===== config.mk =====
export PLATFORM = sky130hd
export DESIGN_NAME = spi_master_mc
export DESIGN_NICKNAME = d
export VERILOG_FILES = /design/src/rtl/spi_pkg.sv /design/src/rtl/spi_clk_tick.sv /design/src/rtl/spi_master_mc.sv
export SDC_FILE = /design/constraint.sdc
export NUM_CORES = 1
export LEC_CHECK = 0
export CAP_MARGIN = 25
export CORE_MARGIN = 2
export CORE_UTILIZATION = 47
export DETAILED_ROUTE_END_ITERATION = 6
export HOLD_SLACK_MARGIN = 0.1
export PLACE_DENSITY = 0.72
export SLEW_MARGIN = 20
export SYNTH_ARGS = -nofsm -noshare
export SYNTH_HDL_FRONTEND = slang
export SYNTH_HIERARCHICAL = 1
export SYNTH_SLANG_ARGS = --single-unit

===== constraint.sdc =====
create_clock -name clk -period 2.7 [get_ports clk]
set_input_delay 0.405 -clock clk [delete_from_list [all_inputs] [get_ports clk]]
set_output_delay 0.405 -clock clk [all_outputs]
set_load 0.1 [all_outputs]

===== src/rtl/spi_pkg.sv =====
`default_nettype none
// ============================================================================
// Module      : spi_pkg
// Description : Shared definitions for the multi-channel SPI master:
//               FSM state encoding, SPI mode constants ({cpol,cpha}) and
//               helpers that size the chip-select index and length fields.
// Revision    : 1.0 - initial release
// ============================================================================
package spi_pkg;

    // Transfer sequencer states.
    typedef enum logic [2:0] {
        ST_IDLE  = 3'd0,
        ST_SETUP = 3'd1,
        ST_XFER  = 3'd2,
        ST_HOLD  = 3'd3,
        ST_GAP   = 3'd4
    } spi_state_t;

    // SPI modes encoded as {cpol, cpha}.
    localparam logic [1:0] c_MODE0 = 2'b00;
    localparam logic [1:0] c_MODE1 = 2'b01;
    localparam logic [1:0] c_MODE2 = 2'b10;
    localparam logic [1:0] c_MODE3 = 2'b11;

    // Width of the chip-select index; a single CS still gets a 1-bit field.
    function automatic int sel_width(input int num_cs);
        return (num_cs > 1) ? $clog2(num_cs) : 1;
    endfunction

    // Width needed to hold a bit count of 0..max_bits.
    function automatic int len_width(input int max_bits);
        return $clog2(max_bits + 1);
    endfunction

endpackage
`default_nettype wire


===== src/rtl/spi_clk_tick.sv =====
`default_nettype none
// ============================================================================
// Module      : spi_clk_tick
// Description : Loadable half-period tick generator. On load the divider is
//               captured (0 is treated as 1); while enabled it emits a
//               single-cycle tick every D clk cycles, the first one D cycles
//               after the load.
// Ports       : clk, reset_n    - clock, async active-low reset
//               load, div       - capture a new divider value
//               en              - run the counter
//               tick            - one-cycle pulse every D enabled cycles
// Revision    : 1.0 - initial release
// ============================================================================
module spi_clk_tick #(
    parameter int DIV_WIDTH = 8
) (
    input  logic                 clk,
    input  logic                 reset_n,
    input  logic                 load,
    input  logic [DIV_WIDTH-1:0] div,
    input  logic                 en,
    output logic                 tick
);

    logic [DIV_WIDTH-1:0] r_reload;
    logic [DIV_WIDTH-1:0] r_cnt;
    logic [DIV_WIDTH-1:0] w_div_m1;

    // Counter runs D-1 down to 0, so a divider of 0 behaves like 1.
    assign w_div_m1 = (div == '0) ? '0 : (div - DIV_WIDTH'(1));
    assign tick     = en && (r_cnt == '0);

    always_ff @(posedge clk or negedge reset_n) begin
        if (!reset_n) begin
            r_reload <= '0;
            r_cnt    <= '0;
        end else if (load) begin
            r_reload <= w_div_m1;
            r_cnt    <= w_div_m1;
        end else if (en) begin
            if (r_cnt == '0) begin
                r_cnt <= r_reload;
            end else begin
                r_cnt <= r_cnt - DIV_WIDTH'(1);
            end
        end
    end

endmodule
`default_nettype wire


===== src/rtl/spi_master_mc.sv =====
`default_nettype none
// ============================================================================
// Module      : spi_master_mc
// Description : Multi-channel SPI master with runtime CPOL/CPHA, per-transfer
//               half-period divider, 1..MAX_BITS transfer length and one of
//               NUM_CS active-low chip selects. Each transfer is framed by a
//               CS setup, hold and gap of one half-period each.
// Ports       : clk, reset_n              - clock, async active-low reset
//               start, busy, done         - request / status handshake
//               cs_sel, cpol, cpha, div,
//               len, tx_data              - config, latched on start
//               rx_data                   - received word, right-aligned
//               spi_clk, spi_mosi,
//               spi_miso, spi_cs_n        - SPI bus
// Revision    : 1.0 - initial release
// ============================================================================
module spi_master_mc
    import spi_pkg::*;
#(
    parameter int NUM_CS    = 4,
    parameter int MAX_BITS  = 32,
    parameter int DIV_WIDTH = 8
) (
    input  logic                           clk,
    input  logic                           reset_n,
    input  logic                           start,
    output logic                           busy,
    output logic                           done,
    input  logic [sel_width(NUM_CS)-1:0]   cs_sel,
    input  logic                           cpol,
    input  logic                           cpha,
    input  logic [DIV_WIDTH-1:0]           div,
    input  logic [len_width(MAX_BITS)-1:0] len,
    input  logic [MAX_BITS-1:0]            tx_data,
    output logic [MAX_BITS-1:0]            rx_data,
    output logic                           spi_clk,
    output logic                           spi_mosi,
    input  logic                           spi_miso,
    output logic [NUM_CS-1:0]              spi_cs_n
);

    localparam int                 c_SEL_W   = sel_width(NUM_CS);
    localparam int                 c_LEN_W   = len_width(MAX_BITS);
    localparam logic [c_LEN_W-1:0] c_MAX_LEN = c_LEN_W'(MAX_BITS);

    spi_state_t            r_state;
    spi_state_t            w_next_state;

    logic                  r_cpol;
    logic                  r_cpha;
    logic                  r_sclk_tog;    // spi_clk = cpol ^ toggle
    logic                  r_phase;       // 0: next edge is leading, 1: trailing
    logic [c_LEN_W-1:0]    r_bits_left;
    logic [MAX_BITS-1:0]   r_tx;          // MSB-aligned, next bit at the top
    logic [MAX_BITS-1:0]   r_rx;
    logic [MAX_BITS-1:0]   r_rx_data;
    logic                  r_mosi;
    logic [NUM_CS-1:0]     r_cs_n;
    logic                  r_done;

    logic                  w_tick;
    logic                  w_tick_en;
    logic                  w_accept;
    logic                  w_edge;
    logic                  w_last_edge;
    logic                  w_sample;
    logic                  w_shift;
    logic                  w_release;
    logic                  w_finish;
    logic [c_LEN_W-1:0]    w_len_eff;
    logic [c_LEN_W-1:0]    w_shamt;
    logic [MAX_BITS-1:0]   w_tx_aligned;
    logic [NUM_CS-1:0]     w_cs_dec;

    // ------------------------------------------------------------------
    // Configuration decode
    // ------------------------------------------------------------------
    assign w_accept     = start && (r_state == ST_IDLE);
    assign w_len_eff    = (len > c_MAX_LEN) ? c_MAX_LEN : len;
    assign w_shamt      = c_MAX_LEN - w_len_eff;
    assign w_tx_aligned = tx_data << w_shamt;

    // An out-of-range cs_sel decodes to no select; the transfer still runs.
    for (genvar gi = 0; gi < NUM_CS; gi++) begin : g_cs_dec
        assign w_cs_dec[gi] = (cs_sel == c_SEL_W'(gi));
    end

    // ------------------------------------------------------------------
    // Half-period timebase
    // ------------------------------------------------------------------
    assign w_tick_en = (r_state != ST_IDLE);

    spi_clk_tick #(
        .DIV_WIDTH (DIV_WIDTH)
    ) u_tick (
        .clk     (clk),
        .reset_n (reset_n),
        .load    (w_accept),
        .div     (div),
        .en      (w_tick_en),
        .tick    (w_tick)
    );

    // ------------------------------------------------------------------
    // Edge decode. The tick closing SETUP produces edge 1; the tick that
    // produces edge 2*len opens the HOLD half-period.
    // ------------------------------------------------------------------
    assign w_edge      = w_tick && ((r_state == ST_SETUP) || (r_state == ST_XFER));
    assign w_last_edge = r_phase && (r_bits_left == c_LEN_W'(1));
    assign w_sample    = w_edge && (r_cpha ? r_phase : !r_phase);
    assign w_shift     = w_edge && (r_cpha ? !r_phase : (r_phase && !w_last_edge));
    assign w_release   = w_tick && (r_state == ST_HOLD);
    assign w_finish    = w_tick && (r_state == ST_GAP);

    // ------------------------------------------------------------------
    // Sequencer
    // ------------------------------------------------------------------
    always_ff @(posedge clk or negedge reset_n) begin
        if (!reset_n) begin
            r_state <= ST_IDLE;
        end else begin
            r_state <= w_next_state;
        end
    end

    always_comb begin
        w_next_state = r_state;
        case (r_state)
            ST_IDLE: begin
                if (w_accept && (w_len_eff != '0)) begin
                    w_next_state = ST_SETUP;
                end
            end
            ST_SETUP: begin
                if (w_tick) begin
                    w_next_state = ST_XFER;
                end
            end
            ST_XFER: begin
                if (w_tick && w_last_edge) begin
                    w_next_state = ST_HOLD;
                end
            end
            ST_HOLD: begin
                if (w_tick) begin
                    w_next_state = ST_GAP;
                end
            end
            ST_GAP: begin
                if (w_tick) begin
                    w_next_state = ST_IDLE;
                end
            end
            default: begin
                w_next_state = ST_IDLE;
            end
        endcase
    end

    // ------------------------------------------------------------------
    // Datapath
    // ------------------------------------------------------------------
    always_ff @(posedge clk or negedge reset_n) begin
        if (!reset_n) begin
            r_cpol      <= 1'b0;
            r_cpha      <= 1'b0;
            r_sclk_tog  <= 1'b0;
            r_phase     <= 1'b0;
            r_bits_left <= '0;
            r_tx        <= '0;
            r_rx        <= '0;
            r_rx_data   <= '0;
            r_mosi      <= 1'b0;
            r_cs_n      <= '1;
            r_done      <= 1'b0;
        end else begin
            r_done <= 1'b0;
            if (w_accept) begin
                r_cpol      <= cpol;
                r_cpha      <= cpha;
                r_sclk_tog  <= 1'b0;
                r_phase     <= 1'b0;
                r_bits_left <= w_len_eff;
                r_rx        <= '0;
                if (w_len_eff == '0) begin
                    // Zero-length request completes at once, bus untouched.
                    r_done    <= 1'b1;
                    r_rx_data <= '0;
                end else begin
                    r_cs_n <= ~w_cs_dec;
                    if (!cpha) begin
                        // First bit must be on the wire before the leading edge.
                        r_mosi <= w_tx_aligned[MAX_BITS-1];
                        r_tx   <= w_tx_aligned << 1;
                    end else begin
                        r_tx   <= w_tx_aligned;
                    end
                end
            end else begin
                if (w_edge) begin
                    r_sclk_tog <= !r_sclk_tog;
                    r_phase    <= !r_phase;
                    if (r_phase) begin
                        r_bits_left <= r_bits_left - c_LEN_W'(1);
                    end
                end
                if (w_sample) begin
                    r_rx <= (r_rx << 1) | MAX_BITS'(spi_miso);
                end
                if (w_shift) begin
                    r_mosi <= r_tx[MAX_BITS-1];
                    r_tx   <= r_tx << 1;
                end
                if (w_release) begin
                    r_cs_n <= '1;
                end
                if (w_finish) begin
                    r_done    <= 1'b1;
                    r_rx_data <= r_rx;
                end
            end
        end
    end

    // ------------------------------------------------------------------
    // Outputs
    // ------------------------------------------------------------------
    assign busy     = (r_state != ST_IDLE);
    assign done     = r_done;
    assign rx_data  = r_rx_data;
    assign spi_clk  = r_cpol ^ r_sclk_tog;
    assign spi_mosi = r_mosi;
    assign spi_cs_n = r_cs_n;

endmodule
`default_nettype wire

---- After elaboration in Yosys (flattened, before gate mapping) ----
Cells that the tools add are included.
storage, ports and cells
  bits in registers ....................... 131
  bits of input ports ..................... 54
  word-level logic and storage cells ...... 113
  output and inout bits ................... 40
operators by class
  reduce and logical (&&, ||, !) cells .... 35
  $add $sub $neg .......................... 4
  multiplexer cells ....................... 39
  bitwise gates (word level) .............. 3
  shifts and indexed selects .............. 1
  magnitude comparators ................... 1
  equal/unequal tests ..................... 16
operator list
  kind                 count
  $mux 32              9
  $mux 8               4
  $or 32x1->32         1
  $shl 32x6->32        1
  $mux 6               4
  $logic_not 8->1      2
  $sub 8x1->8 const B  2
  $mux 3               5
  $pmux 3 s5           1
  $reduce_bool 2->1    7
  $mux 1               13
  $mux 4               3
  $logic_and 1x1->1    11
  $ne 2x2->1 const B   5
  $reduce_and 2->1     4
  $eq 3x2->1 const B   2
  $eq 6x1->1 const B   1
  $gt 6x6->1 const B   1
  $logic_not 6->1      1
  $ne 2x1->1 const B   3
  $reduce_bool 6->1    1
  $sub 6x1->6 const B  1
  $sub 6x6->6 const A  1
  $reduce_and 5->1     1
  other kinds (12)     15

---- Longest topological paths before layout ----
Gate-level depths: netlist of the first run.
  depth after elaboration ................. 8
  mapped depth ............................ 13
  depth with buffers taken out ............ 10

---- By module ----
Netlist of the first run, hierarchy kept.
modules (own cells, without submodules)
  module         seq. area each (µm²)  area an instance (µm²)  instances  cells an instance
  spi_master_mc  2882.8                6829.0                  1          694
  spi_clk_tick   400.4                 1093.5                  1          119

---- Worst setup path after synthesis of the first run ----
Ideal clock, no wire load.
  path type ............................... flip-flop to flip-flop
  start ................................... register r_state[1]
  end ..................................... register r_tx[8]
  required time ........................... 2581 ps
  path slack .............................. -532 ps
  clock period less this slack ............ 3232 ps
  buffers on the path ..................... 3
  arrival ................................. 3113 ps
  library setup time ...................... 119 ps
  cell stages (with the launch flop) ...... 13
  path through ............................ dfrtp_1 -> buf_2 -> nor3_1 -> inv_1 -> and3_1 -> and2_1 -> nor3b_2 -> nor4b_2 -> or2_2 -> buf_2 -> buf_2 -> o311ai_0 -> o21a_1
on the way
  longest elaborated chain between the ends .. 6
  elaborated cells between the ends (all ways) .. 13
  classes of those cells .................. eq/ne (3); mux (1); reduce/logical (9)
RTL lines
  element                             RTL line              RTL
  start, declared                     spi_master_mc.sv:46   spi_state_t r_state;
  start signal, assigned              spi_master_mc.sv:122  r_state <= w_next_state;
  $reduce_bool 3->1                   -
  named net busy                      spi_master_mc.sv:27   output logic busy,
  $logic_and 1x1->1                   spi_clk_tick.sv:31    assign tick = en && (r_cnt == '0);
  named net w_tick                    spi_master_mc.sv:61   logic w_tick;
  $logic_and 1x1->1                   spi_master_mc.sv:108  assign w_edge = w_tick && ((r_state == ST_SETUP) || (r_state == ST_XFER));
  $logic_and 1x1->1                   spi_master_mc.sv:111  assign w_shift = w_edge && (r_cpha ? !r_phase : (r_phase && !w_last_edge));
  $reduce_bool 2->1 (no source line)  -
  $reduce_and 2->1 (no source line)   -
  end signal, assigned                spi_master_mc.sv:194  r_tx <= w_tx_aligned << 1;
  end signal, assigned                spi_master_mc.sv:196  r_tx <= w_tx_aligned;
  end signal, assigned                spi_master_mc.sv:212  r_tx <= r_tx << 1;
  end, declared                       spi_master_mc.sv:54   logic [MAX_BITS-1:0] r_tx;
The timed path passes the listed nets, and every way through them passes these cells.
A chain may end at the register's enable or synchronous reset.

---- Final worst setup path of the first run ----
  start ................................... input len[5]
  end ..................................... register r_tx[18]
on the way
  longest elaborated chain between the ends .. 7
  elaborated cells between the ends (all ways) .. 10
  classes of those cells .................. add/sub (1); order compare (1); eq/ne (1); shift (1); mux (4); reduce/logical (2)
RTL lines
  element          RTL line              RTL
  start, declared  spi_master_mc.sv:33   input logic [len_width(MAX_BITS)-1:0] len,
  $gt 6x6->1       spi_master_mc.sv:79   assign w_len_eff = (len > c_MAX_LEN) ? c_MAX_LEN : len;
  $mux 6 (*)       spi_master_mc.sv:79
  $sub 6x6->6      spi_master_mc.sv:80   assign w_shamt = c_MAX_LEN - w_len_eff;
  $shl 32x6->32    spi_master_mc.sv:81   assign w_tx_aligned = tx_data << w_shamt;
  $mux 32          spi_master_mc.sv:191  if (!cpha) begin
  $mux 32          spi_master_mc.sv:185  if (w_len_eff == '0) begin
  $mux 32          spi_master_mc.sv:178  if (w_accept) begin
Mark *: on every way between the ends. The rest lies on a longest branch, timed or not. The select of a mux whose other input is x is not followed.

==> metrics.log, run 1 <==
[metrics] number of violations reported at the end of detailed-routing iteration 0: 730
[metrics] total of endpoints with negative setup slack in the final report: 0
[metrics] register area share after synthesis: 0.414
[metrics] part of the total power dissipated in sequential elements: 0.363
[metrics] Setup crit start kind: input pin
[metrics] TritonCTS clock tree: built
[metrics] initial antenna violation count: 0
[metrics] Clock Pin Slew Worst Setup and Hold Paths: about 60 ps
[metrics] post-synthesis instance area: slightly below 8000 sq um
[metrics] type of the worst setup path: in -> reg
[metrics] net switching power figure: ~2.6 mW
[metrics] post-synthesis cell count: between 800 and 900
[metrics] count of max-cap constraint violations: 0
[metrics] residual antenna-violating net count after detailed routing: 0
[metrics] total of buffers placed on input and output ports: between 90 and 100
[metrics] setup repair after global routing missed its margin: false
[metrics] internal portion of total power: 5.04 mW
[metrics] final max-slew violation count: 0
[metrics] minimum period implied by the final worst setup slack: between 2000 and 3000 ps
[metrics] overall track demand over capacity in global routing: 0.243
[metrics] reported leakage power: ~4.6 nW
[metrics] endpoint class of the critical path: flop
[metrics] total count of hold-check failures in the final report: 0
[metrics] max-slew headroom at the worst pin: 0.546
[metrics] async set-or-reset flop fraction in the synthesized netlist: 1.00
[metrics] ratio of routed vias to standard cells: around 5.9
[metrics] Congestion Overflow GR: 0
[metrics] Cell variety after synth: 85
[metrics] worst hold-check path type: in -> async
[metrics] count of yosys warnings during synthesis: 6
[metrics] register-to-register path setup slack: approximately 160 ps
[metrics] fraction of final layout cells sized beyond drive strength 1: 0.288
[metrics] part of the total power dissipated in the clock network: 0.300
[metrics] Data arrival, critical path: around 2900 ps
[metrics] Synth Net Count: just under 900
[metrics] via count of the first global-routing pass: 7000
[metrics] Detailed Route WL: 21400 um
[metrics] list of most frequent post-synthesis cells: sky130_fd_sc_hd__nand2_1, sky130_fd_sc_hd__dfrtp_1, sky130_fd_sc_hd__o21ai_0
[metrics] worst vdd rail ir drop: between 0.5 and 0.6 mV
[metrics] die span in x: 134 um
[metrics] first-pass GRT wire length: about 35000 um
[metrics] power density cells: about 700 nW/um^2
[metrics] Cell Count, Final, Fillers Out: ~1200
[metrics] DRC Markers: 0
[metrics] Die Area: roughly 18000 sq um
[metrics] maximum number of pins on one net before global-route repair: 63
[metrics] Pre-Repair DR Iteration Count: 5
[metrics] total number of vias: about 7000
[metrics] maximum clock skew at final layout: around 13 ps
[metrics] largest area contributor in the netlist: sky130_fd_sc_hd__dfrtp_1
[metrics] dpl cell area: roughly 9800 sq um
[metrics] row count: 47
[metrics] Ant. Diodes: 0
[metrics] finished layout cell area: between 10000 and 15000 sq um
[metrics] Syn Area/Cell: roughly 10 sq um
[metrics] Most used DFF post-synth: sky130_fd_sc_hd__dfrtp_1
[metrics] number of clock buffers inserted by TritonCTS: 17
[metrics] hpwl dp: about 16000 um
[metrics] Achievable Freq: ~390 MHz
[metrics] number of enable-type register cells in the synthesized netlist: 0
[metrics] Layout area overhead: 34.1%
[metrics] clock sink count: ~130
[metrics] top-level I/O count: 94
[metrics] root buf cell: sky130_fd_sc_hd__clkbuf_16
[metrics] post-placement cell count: 1185
[metrics] starting utilization of the core area: 0.479
[metrics] final cycle utilization of the critical path: 0.952
[metrics] H-tree lvl count: 4
[metrics] clock insertion delay at the later pin of the skew report: around 420 ps
[metrics] run status: complete, no violations
[metrics] routed length per placed instance: 17.4 um
[metrics] number of synthesized register bits: ~130
[metrics] global placement routability congestion: ~0.94
[metrics] switching part of the total: 0.340
[metrics] crit-path max FO: 7
[metrics] Floorplan Core Area: ~17000 sq um
[metrics] Comb power frac: 0.336
[metrics] die height: between 100 and 150 um
[metrics] top-area cell type share of the netlist area: 0.401
[metrics] cell types occupying the most area after synthesis: sky130_fd_sc_hd__dfrtp_1, sky130_fd_sc_hd__mux4_2, sky130_fd_sc_hd__nand2_1
[metrics] CP Data Required Time: 2990 ps
[metrics] Power Total: between 7 and 8 mW
[metrics] actual transition at the worst max-transition pin: around 680 ps
[metrics] most frequent cell after synthesis: sky130_fd_sc_hd__nand2_1
[metrics] nets@finish: between 1000 and 1500
[metrics] Clock Path Buffers: 2
==> worst paths after layout <==
kind | startpoint | to | cells past startpoint
worst max-delay path | len[5] | r_tx[18] | 12
worst min-delay path | reset_n | done | 2
worst max register to register | u_tick/r_cnt[2] | r_bits_left[5] | 10
worst min register to register | r_tx[0] | r_tx[0] | 2
max in group asynchronous | reset_n | rx_data[11] | 3
min in group clk | r_tx[0] | r_tx[0] | 2
==> timing repair <==
action | CTS | global route
gates resized for setup | 5 | 18
hold endpoints to repair | 30 | 0
pin swaps | 3 | 8
setup buffers | 1 | 10
endpoints found under the setup margin | 18 | 27
gates cloned | 0 | 1
hold buffers | 1 | 0
==> cell type report <==
| type | count | area, sq um |
|---|---|---|
| fillers | 1354 | 5900 |
| multi-input cells | 610 | 4470 |
| flip-flops and latches | 131 | 3290 |
| repair buffers | 221 | 1940 |
| clock buffers | 19 | 443 |
| well taps | 220 | 275 |
| clock inverters | 13 | 151 |
| inverters | 16 | 63.8 |
==> power groups by stage <==
stage	Sequential, mW	Combinational [mW]	Clock (mW)
finish	2.77	2.57	2.29
global route	2.83	2.80	2.42
CTS	2.76	2.50	2.33
detailed placement	2.79	2.47	0
global placement	2.77	2.42	0
floorplan	2.76	1.64	0
==> worst max-delay path, cell delays in order <==
cell	delay, ps
sky130_fd_sc_hd__dlygate4sd2_1	310
sky130_fd_sc_hd__nor2b_4	150
sky130_fd_sc_hd__inv_2	60
sky130_fd_sc_hd__ha_4	340
sky130_fd_sc_hd__buf_12	150
sky130_fd_sc_hd__mux4_2	540
sky130_fd_sc_hd__mux2i_2	210
sky130_fd_sc_hd__buf_4	140
sky130_fd_sc_hd__mux2_2	140
sky130_fd_sc_hd__o22ai_1	90
sky130_fd_sc_hd__a21boi_0	220
sky130_fd_sc_hd__o211ai_1	100
==> metrics by stage <==
step	hold WS [ps]	worst slack (ps)	TNS, ps	utilization
CTS	477	-8.43	-11.6	0.632
detailed placement	381	-626	-14540	0.594
global placement	376	-529	-11930	0.594
global route	504	22.1	0	0.643
floorplan	109	-141	-1560	-
finish	481	129	0	0.643
==> flip-flops by register name (all words and copies together) (netlist names), 3 cells and up <==
name             count
r_bits_left          6
r_rx                32
r_state              3
r_tx                32
rx_data             32
spi_cs_n             4
u_tick/r_cnt         8
u_tick/r_reload      8
==> routing by layer <==
layer  vias up  track usage  part of all wire  wire [um]
met1      3503        0.338              0.44       9330
met2       261        0.391              0.49      10400
met4         0       0.0786             0.020        428
li1       3410            -                 -          -
met5         -            0                 0          0
met3        33       0.0416             0.058       1240
==> cell families after synthesis <==
| group | after synthesis | share of synthesized area |
|---|---|---|
| and+or+nand+nor | 283 | 0.172 |
| xor gates and xnor gates | 15 | 0.0199 |
| muxes | 68 | 0.132 |
| adders and majority gates | 7 | 0.0111 |
| buffers and inverters | 72 | 0.0414 |
| AOI/OAI and AO/OA | 237 | 0.210 |
| DFF | 131 | 0.414 |
==> layout by cell type (no fill, tap or decap), types with 7 or more instances in the layout <==
cell	Yosys	layout
sky130_fd_sc_hd__a22oi_1	8	7
sky130_fd_sc_hd__mux4_2	28	28
sky130_fd_sc_hd__buf_4	2	157
sky130_fd_sc_hd__nor3_1	23	19
sky130_fd_sc_hd__clkbuf_16	0	18
sky130_fd_sc_hd__inv_1	14	13
sky130_fd_sc_hd__xnor2_1	8	8
sky130_fd_sc_hd__clkdlybuf4s50_1	0	49
sky130_fd_sc_hd__buf_12	0	10
sky130_fd_sc_hd__dfrtp_1	127	125
sky130_fd_sc_hd__o21a_1	9	9
sky130_fd_sc_hd__nor2_1	38	37
sky130_fd_sc_hd__o22a_1	8	8
sky130_fd_sc_hd__a31oi_1	8	8
sky130_fd_sc_hd__a22o_1	32	32
sky130_fd_sc_hd__nand2_1	140	139
sky130_fd_sc_hd__o221ai_1	7	7
sky130_fd_sc_hd__o21ai_0	55	51
sky130_fd_sc_hd__a21oi_1	36	33
sky130_fd_sc_hd__o22ai_1	9	9
sky130_fd_sc_hd__nand3_1	18	18
sky130_fd_sc_hd__and3_1	9	8
sky130_fd_sc_hd__o211ai_1	8	8
sky130_fd_sc_hd__mux2i_2	1	8
sky130_fd_sc_hd__mux2i_1	32	24
No activity file was read; power rests on OpenSTA's default activity.
==> run 2, diff against run 1 <==
Settings changed: CORE_UTILIZATION 47 to 51, HOLD_SLACK_MARGIN 0.1 to 0.15, PLACE_DENSITY 0.72 to 0.77.
==> run 2 against run 1 <==
Net effect: via count grew 0.89%; clock power shrank 3%; register-to-register slack lost 80 ps; non-clock buffer count shrank 21; critical endpoint is now spi_mosi.
==> metrics.log, run 2 (synthesized netlist as in run 1, its figures left out) <==
[metrics] Worst Hold End: r_tx[0]
[metrics] Congestion Overflow GR: 0 (unchanged)
[metrics] reg-to-reg critical path startpoint: r_state[2]
[metrics] ratio of routed vias to standard cells: 6.17 (+5.3%)
[metrics] hpwl dp: 15000 um (-4.1%)
[metrics] type of the worst setup path: reg -> reg
[metrics] H-tree lvl count: 4 (unchanged)
[metrics] final max-slew violation count: 0 (unchanged)
[metrics] root buf cell: sky130_fd_sc_hd__clkbuf_16
[metrics] number of clock buffers inserted by TritonCTS: 17 (unchanged)
[metrics] total count of hold-check failures in the final report: 0 (unchanged)
[metrics] minimum period implied by the final worst setup slack: 2620 ps (+47.4 ps)
[metrics] most common cell after layout, fill and taps aside: sky130_fd_sc_hd__nand2_1
[metrics] first-pass GRT wire length: 34400 um (-2.3%)
[metrics] global placement routability congestion: 0.964 (+2.2%)
[metrics] CP Data Required Time: 2990 ps (about the same)
[metrics] final cycle utilization of the critical path: 0.970 (+0.0175)
[metrics] starting utilization of the core area: 0.521 (+0.0417)
[metrics] TritonCTS clock tree: built
[metrics] row count: 45 (-4.3%)
[metrics] total of endpoints with negative setup slack in the final report: 0 (unchanged)
[metrics] Layout area overhead: 30.7%
[metrics] power density cells: 723 nW/um^2 (+0.69%)
[metrics] via count of the first global-routing pass: 6948 (-0.74%)
[metrics] Pre-Repair DR Iteration Count: 6 (+1)
[metrics] routed length per placed instance: 17.8 um (+2.1%)
[metrics] setup repair after global routing missed its margin: true
[metrics] start point of the worst min-delay path: r_tx[0]
[metrics] maximum number of pins on one net before global-route repair: 63 (unchanged)
[metrics] leading cell types in the layout, fill and taps excluded: sky130_fd_sc_hd__nand2_1, sky130_fd_sc_hd__buf_4, sky130_fd_sc_hd__dfrtp_1, sky130_fd_sc_hd__o21ai_0, sky130_fd_sc_hd__clkdlybuf4s50_1
[metrics] top-level I/O count: 94 (unchanged)
[metrics] Data arrival, critical path: 2910 ps (+50 ps)
[metrics] register-to-register path setup slack: 80 ps (-80 ps)
[metrics] Floorplan Core Area: 15200 sq um (-8.0%)
[metrics] endpoint class of the critical path: flop
[metrics] Setup crit start kind: flop
[metrics] die span in x: 129 um (-3.9%)
[metrics] worst hold-check path type: reg -> reg
[metrics] Fin Setup TNS: 0 ps (unchanged)
[metrics] initial antenna violation count: 0 (unchanged)
[metrics] actual transition at the worst max-transition pin: 662 ps (-17.9 ps)
[metrics] run status: complete, no violations
[metrics] clock sink count: 131 (unchanged)
[metrics] Ant. Diodes: 0 (unchanged)
[metrics] R2R Path End: spi_mosi
[metrics] crit-path max FO: 14 (+7)
[metrics] worst vdd rail ir drop: 0.490 mV (-5.3%)
[metrics] Achievable Freq: 382 MHz (-1.8%)
[metrics] DRC Markers: 0 (unchanged)
[metrics] fraction of final layout cells sized beyond drive strength 1: 0.270 (-0.0184)
[metrics] number of instances on the worst hold path: 2
[metrics] die height: 129 um (-3.9%)
[metrics] nets@finish: 1038 (-1.9%)
[metrics] clock insertion delay at the later pin of the skew report: 410 ps (about the same)
[metrics] overall track demand over capacity in global routing: 0.260 (+0.0164)
[metrics] Detailed Route WL: 20900 um (-2.3%)
[metrics] Clock Pin Slew Worst Setup and Hold Paths: 60 ps (about the same)
[metrics] Die Area: 16500 sq um (-7.6%)
[metrics] reported leakage power: 4.51 nW (-2.6%)
[metrics] total number of vias: 7271 (+0.89%)
[metrics] Clock Path Buffers: 2 (unchanged)
[metrics] maximum clock skew at final layout: 5.00 ps (-8.02 ps)
[metrics] number of violations reported at the end of detailed-routing iteration 0: 727 (-0.41%)
[metrics] max-slew headroom at the worst pin: 0.559 (+0.0129)
[metrics] utilization after layout: 0.681 (+0.0383)
[metrics] residual antenna-violating net count after detailed routing: 0 (unchanged)
[metrics] count of max-cap constraint violations: 0 (unchanged)
[metrics] total of buffers placed on input and output ports: 93 (unchanged)
[metrics] depth of the worst register-to-register path: 10 (unchanged)
[run 2: changes by cell type in the layout (fill, tap and decap cells not counted), moves of 3 or more]
cell                         change
sky130_fd_sc_hd__mux2i_1         +3
sky130_fd_sc_hd__clkinv_4        -5
sky130_fd_sc_hd__clkinvlp_4      +3
sky130_fd_sc_hd__buf_4          -19
[run 2: worst max path at each step]
stage / start / to / slack [ps] / cells after the start
floorplan: r_state[0] / spi_mosi / -140 / 12
global placement: len[5] / r_tx[27] / -510 / 9
detailed placement: len[5] / r_tx[31] / -550 / 9
CTS: len[1] / r_tx[26] / 30 / 9
global route: u_tick/r_cnt[2] / r_tx[9] / -20 / 10
finish: r_state[2] / spi_mosi / 80 / 10
[run 2: where the power goes]
part	total [mW]	internal, mW	switching (mW)
clock network	2.22	1.29	0.930
registers	2.78	2.42	0.358
logic	2.49	1.16	1.33
total	7.49	4.87	2.62
[run 2: per-layer routing]
metal	up-vias	global-route usage	routed length, um
met5	-	0	0
met2	275	0.437	10300
li1	3384	-	-
met3	39	0.0482	1210
met4	0	0.0684	298
met1	3573	0.349	9150
[run 2: critical path, stage by stage, from the launching register on]
cell                         delay (ps)
sky130_fd_sc_hd__dfrtp_2            470
sky130_fd_sc_hd__nor3_4             290
sky130_fd_sc_hd__clkinvlp_4         140
sky130_fd_sc_hd__and3_4             170
sky130_fd_sc_hd__and2_4             160
sky130_fd_sc_hd__nor3b_4            160
sky130_fd_sc_hd__nor4b_4            160
sky130_fd_sc_hd__buf_4              170
sky130_fd_sc_hd__or2_2              430
sky130_fd_sc_hd__a32oi_1            270
sky130_fd_sc_hd__o21ai_1             90
[run 2: final cells by class]
cell class | count | area (sq um)
clock buffers | 17 | 425
repair buffers | 200 | 1750
flip-flops and latches | 131 | 3290
fillers | 1153 | 4850
well taps | 188 | 235
inverters | 16 | 63.8
clock inverters | 15 | 145
multi-input cells | 611 | 4450
[run 2: timing repair]
action,in CTS,in global routing
buffers inserted,1,4
hold buffers,1,0
endpoints found under the setup margin,10,28
pin swaps,4,2
gates resized for setup,5,12
endpoints found under the hold margin,48,0
gates cloned,1,1
[run 2: metrics by stage]
step	hold WS, ps	std cells	instance area, sq um	total power, mW	setup slack [ps]
after global placement	458	1138	9660	5.12	-511
after floorplan	109	813	8030	4.40	-141
after global routing	490	1178	10400	7.87	-23.1
after detailed placement	467	1138	9660	5.21	-554
final	475	1178	10400	7.49	81.5
after CTS	480	1173	10300	7.45	26.0
==> run 3, diff against run 2 <==
Settings changed: CORE_MARGIN 2 to 10, HOLD_SLACK_MARGIN 0.15 to not set.
==> run 3 against run 2 <==
Net effect: clock-buffer cell count is 1 higher; worst hold slack worse by 450 ps; sequential power hardly changed; critical path depth is 1 higher; sequential share of layout area is 0.45 points lower; die area is 26% higher; clock power is 9.5% higher; via count is 0.89% higher; non-clock buffer count is 18 higher; fmax is 2.3% higher.
==> metrics.log, run 3 (synthesized netlist as in run 1, its figures left out) <==
[metrics] net switching power figure: 2.64 mW (+0.72%)
[metrics] Slowest Stage Delay on Critical Path: 430 ps (-40 ps)
[metrics] Congestion Overflow GR: 0 (unchanged)
[metrics] Setup crit start kind: flop
[metrics] die span in x: 145 um (+12%)
[metrics] number of violations reported at the end of detailed-routing iteration 0: 530 (-27%)
[metrics] global placement routability congestion: 0.960 (-0.39%)
[metrics] overall track demand over capacity in global routing: 0.216 (-0.0436)
[metrics] maximum number of pins on one net before global-route repair: 63 (unchanged)
[metrics] TritonCTS clock tree: built
[metrics] Data arrival, critical path: 2850 ps (-60 ps)
[metrics] total count of hold-check failures in the final report: 0 (unchanged)
[metrics] reported leakage power: 4.61 nW (+2.4%)
[metrics] run status: complete, no violations
[metrics] internal portion of total power: 5.11 mW (+4.9%)
[metrics] type of the worst setup path: reg -> reg
[metrics] most common cell after layout, fill and taps aside: sky130_fd_sc_hd__buf_4
[metrics] part of the total power dissipated in sequential elements: 0.359 (-0.012)
[metrics] initial antenna violation count: 0 (unchanged)
[metrics] part of the total power dissipated in the clock network: 0.314 (+0.018)
[metrics] row count: 45 (unchanged)
[metrics] nets@finish: 1056 (+1.7%)
[metrics] Worst Setup Slack post-DPL: -598 ps (-43.9 ps)
[metrics] residual antenna-violating net count after detailed routing: 0 (unchanged)
[metrics] final worst hold slack: 26.9 ps (-448 ps)
[metrics] area of the multi-input gates: 4440 sq um (-0.20%)
[metrics] maximum clock skew at final layout: 9.42 ps (+4.42 ps)
[metrics] power density cells: 738 nW/um^2 (+2.0%)
[metrics] final cycle utilization of the critical path: 0.948 (-0.0221)
[metrics] quantity of hold-fixing buffers added after cts: 0 (-1)
[metrics] Clock Pin Slew Worst Setup and Hold Paths: 60 ps (about the same)
[metrics] Power Total: 7.75 mW (+3.4%)
[metrics] slowest library cell on the worst path: sky130_fd_sc_hd__dfrtp_1
[metrics] Achievable Freq: 391 MHz (+2.3%)
[metrics] routed length per placed instance: 19.1 um (+7.4%)
[metrics] CP Data Required Time: 2990 ps (about the same)
[metrics] fill cell count: 1150 (-0.26%)
[metrics] Register Area: 3280 sq um (about the same)
[metrics] actual transition at the worst max-transition pin: 677 ps (+15.0 ps)
[metrics] root buf cell: sky130_fd_sc_hd__clkbuf_16
[metrics] Comb power frac: 0.327 (-0.006)
[metrics] total number of vias: 7336 (+0.89%)
[metrics] minimum period implied by the final worst setup slack: 2560 ps (-59.8 ps)
[metrics] die height: 145 um (+12%)
[metrics] via count of the first global-routing pass: 7192 (+3.5%)
[metrics] H-tree lvl count: 4 (unchanged)
[metrics] number of clock buffers inserted by TritonCTS: 17 (unchanged)
[metrics] clock sink count: 131 (unchanged)
[metrics] endpoint class of the critical path: flop
[metrics] total of buffers placed on input and output ports: 93 (unchanged)
[metrics] worst hold-check path type: in -> async
[metrics] Pre-Repair DR Iteration Count: 5 (-1)
[metrics] max-slew headroom at the worst pin: 0.548 (-0.0110)
[metrics] Ant. Diodes: 0 (unchanged)
[metrics] final max-slew violation count: 0 (unchanged)
[metrics] Detailed Route WL: 22800 um (+9.1%)
[metrics] total of endpoints with negative setup slack in the final report: 0 (unchanged)
[metrics] switching part of the total: 0.341 (-0.00908)
[metrics] fraction of final layout cells sized beyond drive strength 1: 0.283 (+0.0130)
[metrics] crit-path max FO: 14 (unchanged)
[metrics] top-level I/O count: 94 (unchanged)
[metrics] first-pass GRT wire length: 36200 um (+5.3%)
[metrics] leading cell types in the layout, fill and taps excluded: sky130_fd_sc_hd__buf_4, sky130_fd_sc_hd__nand2_1, sky130_fd_sc_hd__dfrtp_1, sky130_fd_sc_hd__o21ai_0, sky130_fd_sc_hd__clkdlybuf4s50_1
[metrics] series of cell instances along the critical path: inv_1 -> ha_1 -> nor2b_2 -> and2_4 -> nor3b_4 -> nor4b_4 -> nor2_2 -> buf_12 -> a221oi_1 -> o21ai_0 -> o21a_1
[metrics] count of max-cap constraint violations: 0 (unchanged)
[metrics] Clock Path Buffers: 2 (unchanged)
[metrics] DRC Markers: 0 (unchanged)
[metrics] Die Area: 20900 sq um (+26%)
[metrics] clock insertion delay at the later pin of the skew report: 410 ps (about the same)
[metrics] starting utilization of the core area: 0.521 (unchanged)
[metrics] hpwl dp: 16400 um (+9.2%)
[metrics] Layout area overhead: 32.5%
[metrics] Worst Setup Slack, final: 141 ps (+59.8 ps)
[metrics] Floorplan Core Area: 15200 sq um (unchanged)
[metrics] worst vdd rail ir drop: 0.737 mV (+50%)
[metrics] ratio of routed vias to standard cells: 6.13 (-0.62%)
run 3: changes by cell type in the layout (fill, tap and decap cells not counted), moves of 2 or more:
cell	before	now
sky130_fd_sc_hd__buf_4	138	158
sky130_fd_sc_hd__clkinv_2	2	0
sky130_fd_sc_hd__buf_12	8	6
sky130_fd_sc_hd__bufinv_16	1	3
run 3: power by group through the flow:
stage	Sequential, mW	Combinational, mW	Clock [mW]
floorplan	2.76	1.64	0
global placement	2.77	2.39	0
detailed placement	2.79	2.45	0
CTS	2.76	2.50	2.47
global route	2.83	2.74	2.56
finish	2.78	2.53	2.43
run 3: worst paths after layout:
kind / cells past startpoint / to / start / slack (ps)
max: 11 / r_tx[13] / u_tick/r_cnt[0] / 140
min: 1 / r_rx[29] / reset_n / 30
max reg2reg: 11 / r_tx[13] / u_tick/r_cnt[0] / 140
min reg2reg: 1 / r_tx[26] / r_tx[26] / 480
max in group asynchronous: 2 / r_tx[13] / reset_n / 1860
min in group clk: 1 / r_tx[26] / r_tx[26] / 480
run 3: layout make-up:
cell class / instances / share of cell area
multi-input cells: 611 / 0.423
flip-flops and latches: 131 / 0.313
repair buffers: 218 / 0.176
clock buffers: 18 / 0.0418
well taps: 188 / 0.0224
clock inverters: 14 / 0.0181
inverters: 16 / 0.00608
run 3: per-layer routing:
metal,routed length (um),vias to the layer above,GRT usage
met5,0,-,0
met4,384,0,0.0686
met3,1470,33,0.0453
met2,11400,282,0.366
met1,9540,3617,0.269
li1,-,3404,-
run 3: worst max-delay path, delay by kind of cell (launching register included):
family                     cells  cell delay (ps)
AOI/OAI and AO/OA              3              430
and+or+nand+nor                5             1110
buffers and inverters          2              280
adders and majority gates      1              180
DFF                            1              430
run 3: timing repair:
action	in CTS	in global routing
setup endpoints to repair	17	30
setup buffers	8	2
pin swaps	6	1
cloned	0	1
resized for setup	11	10
run 3: stage by stage:
stage | area [sq um] | util | cells | setup TNS [ps]
6_report | 10500 | 0.691 | 1196 | 0
5_1_grt | 10500 | 0.691 | 1196 | -191
4_1_cts | 10500 | 0.688 | 1193 | 0
3_5_place_dp | 9740 | 0.641 | 1153 | -14370
3_3_place_gp | 9740 | 0.641 | 1153 | -10910
2_1_floorplan | 8030 | - | 813 | -1560
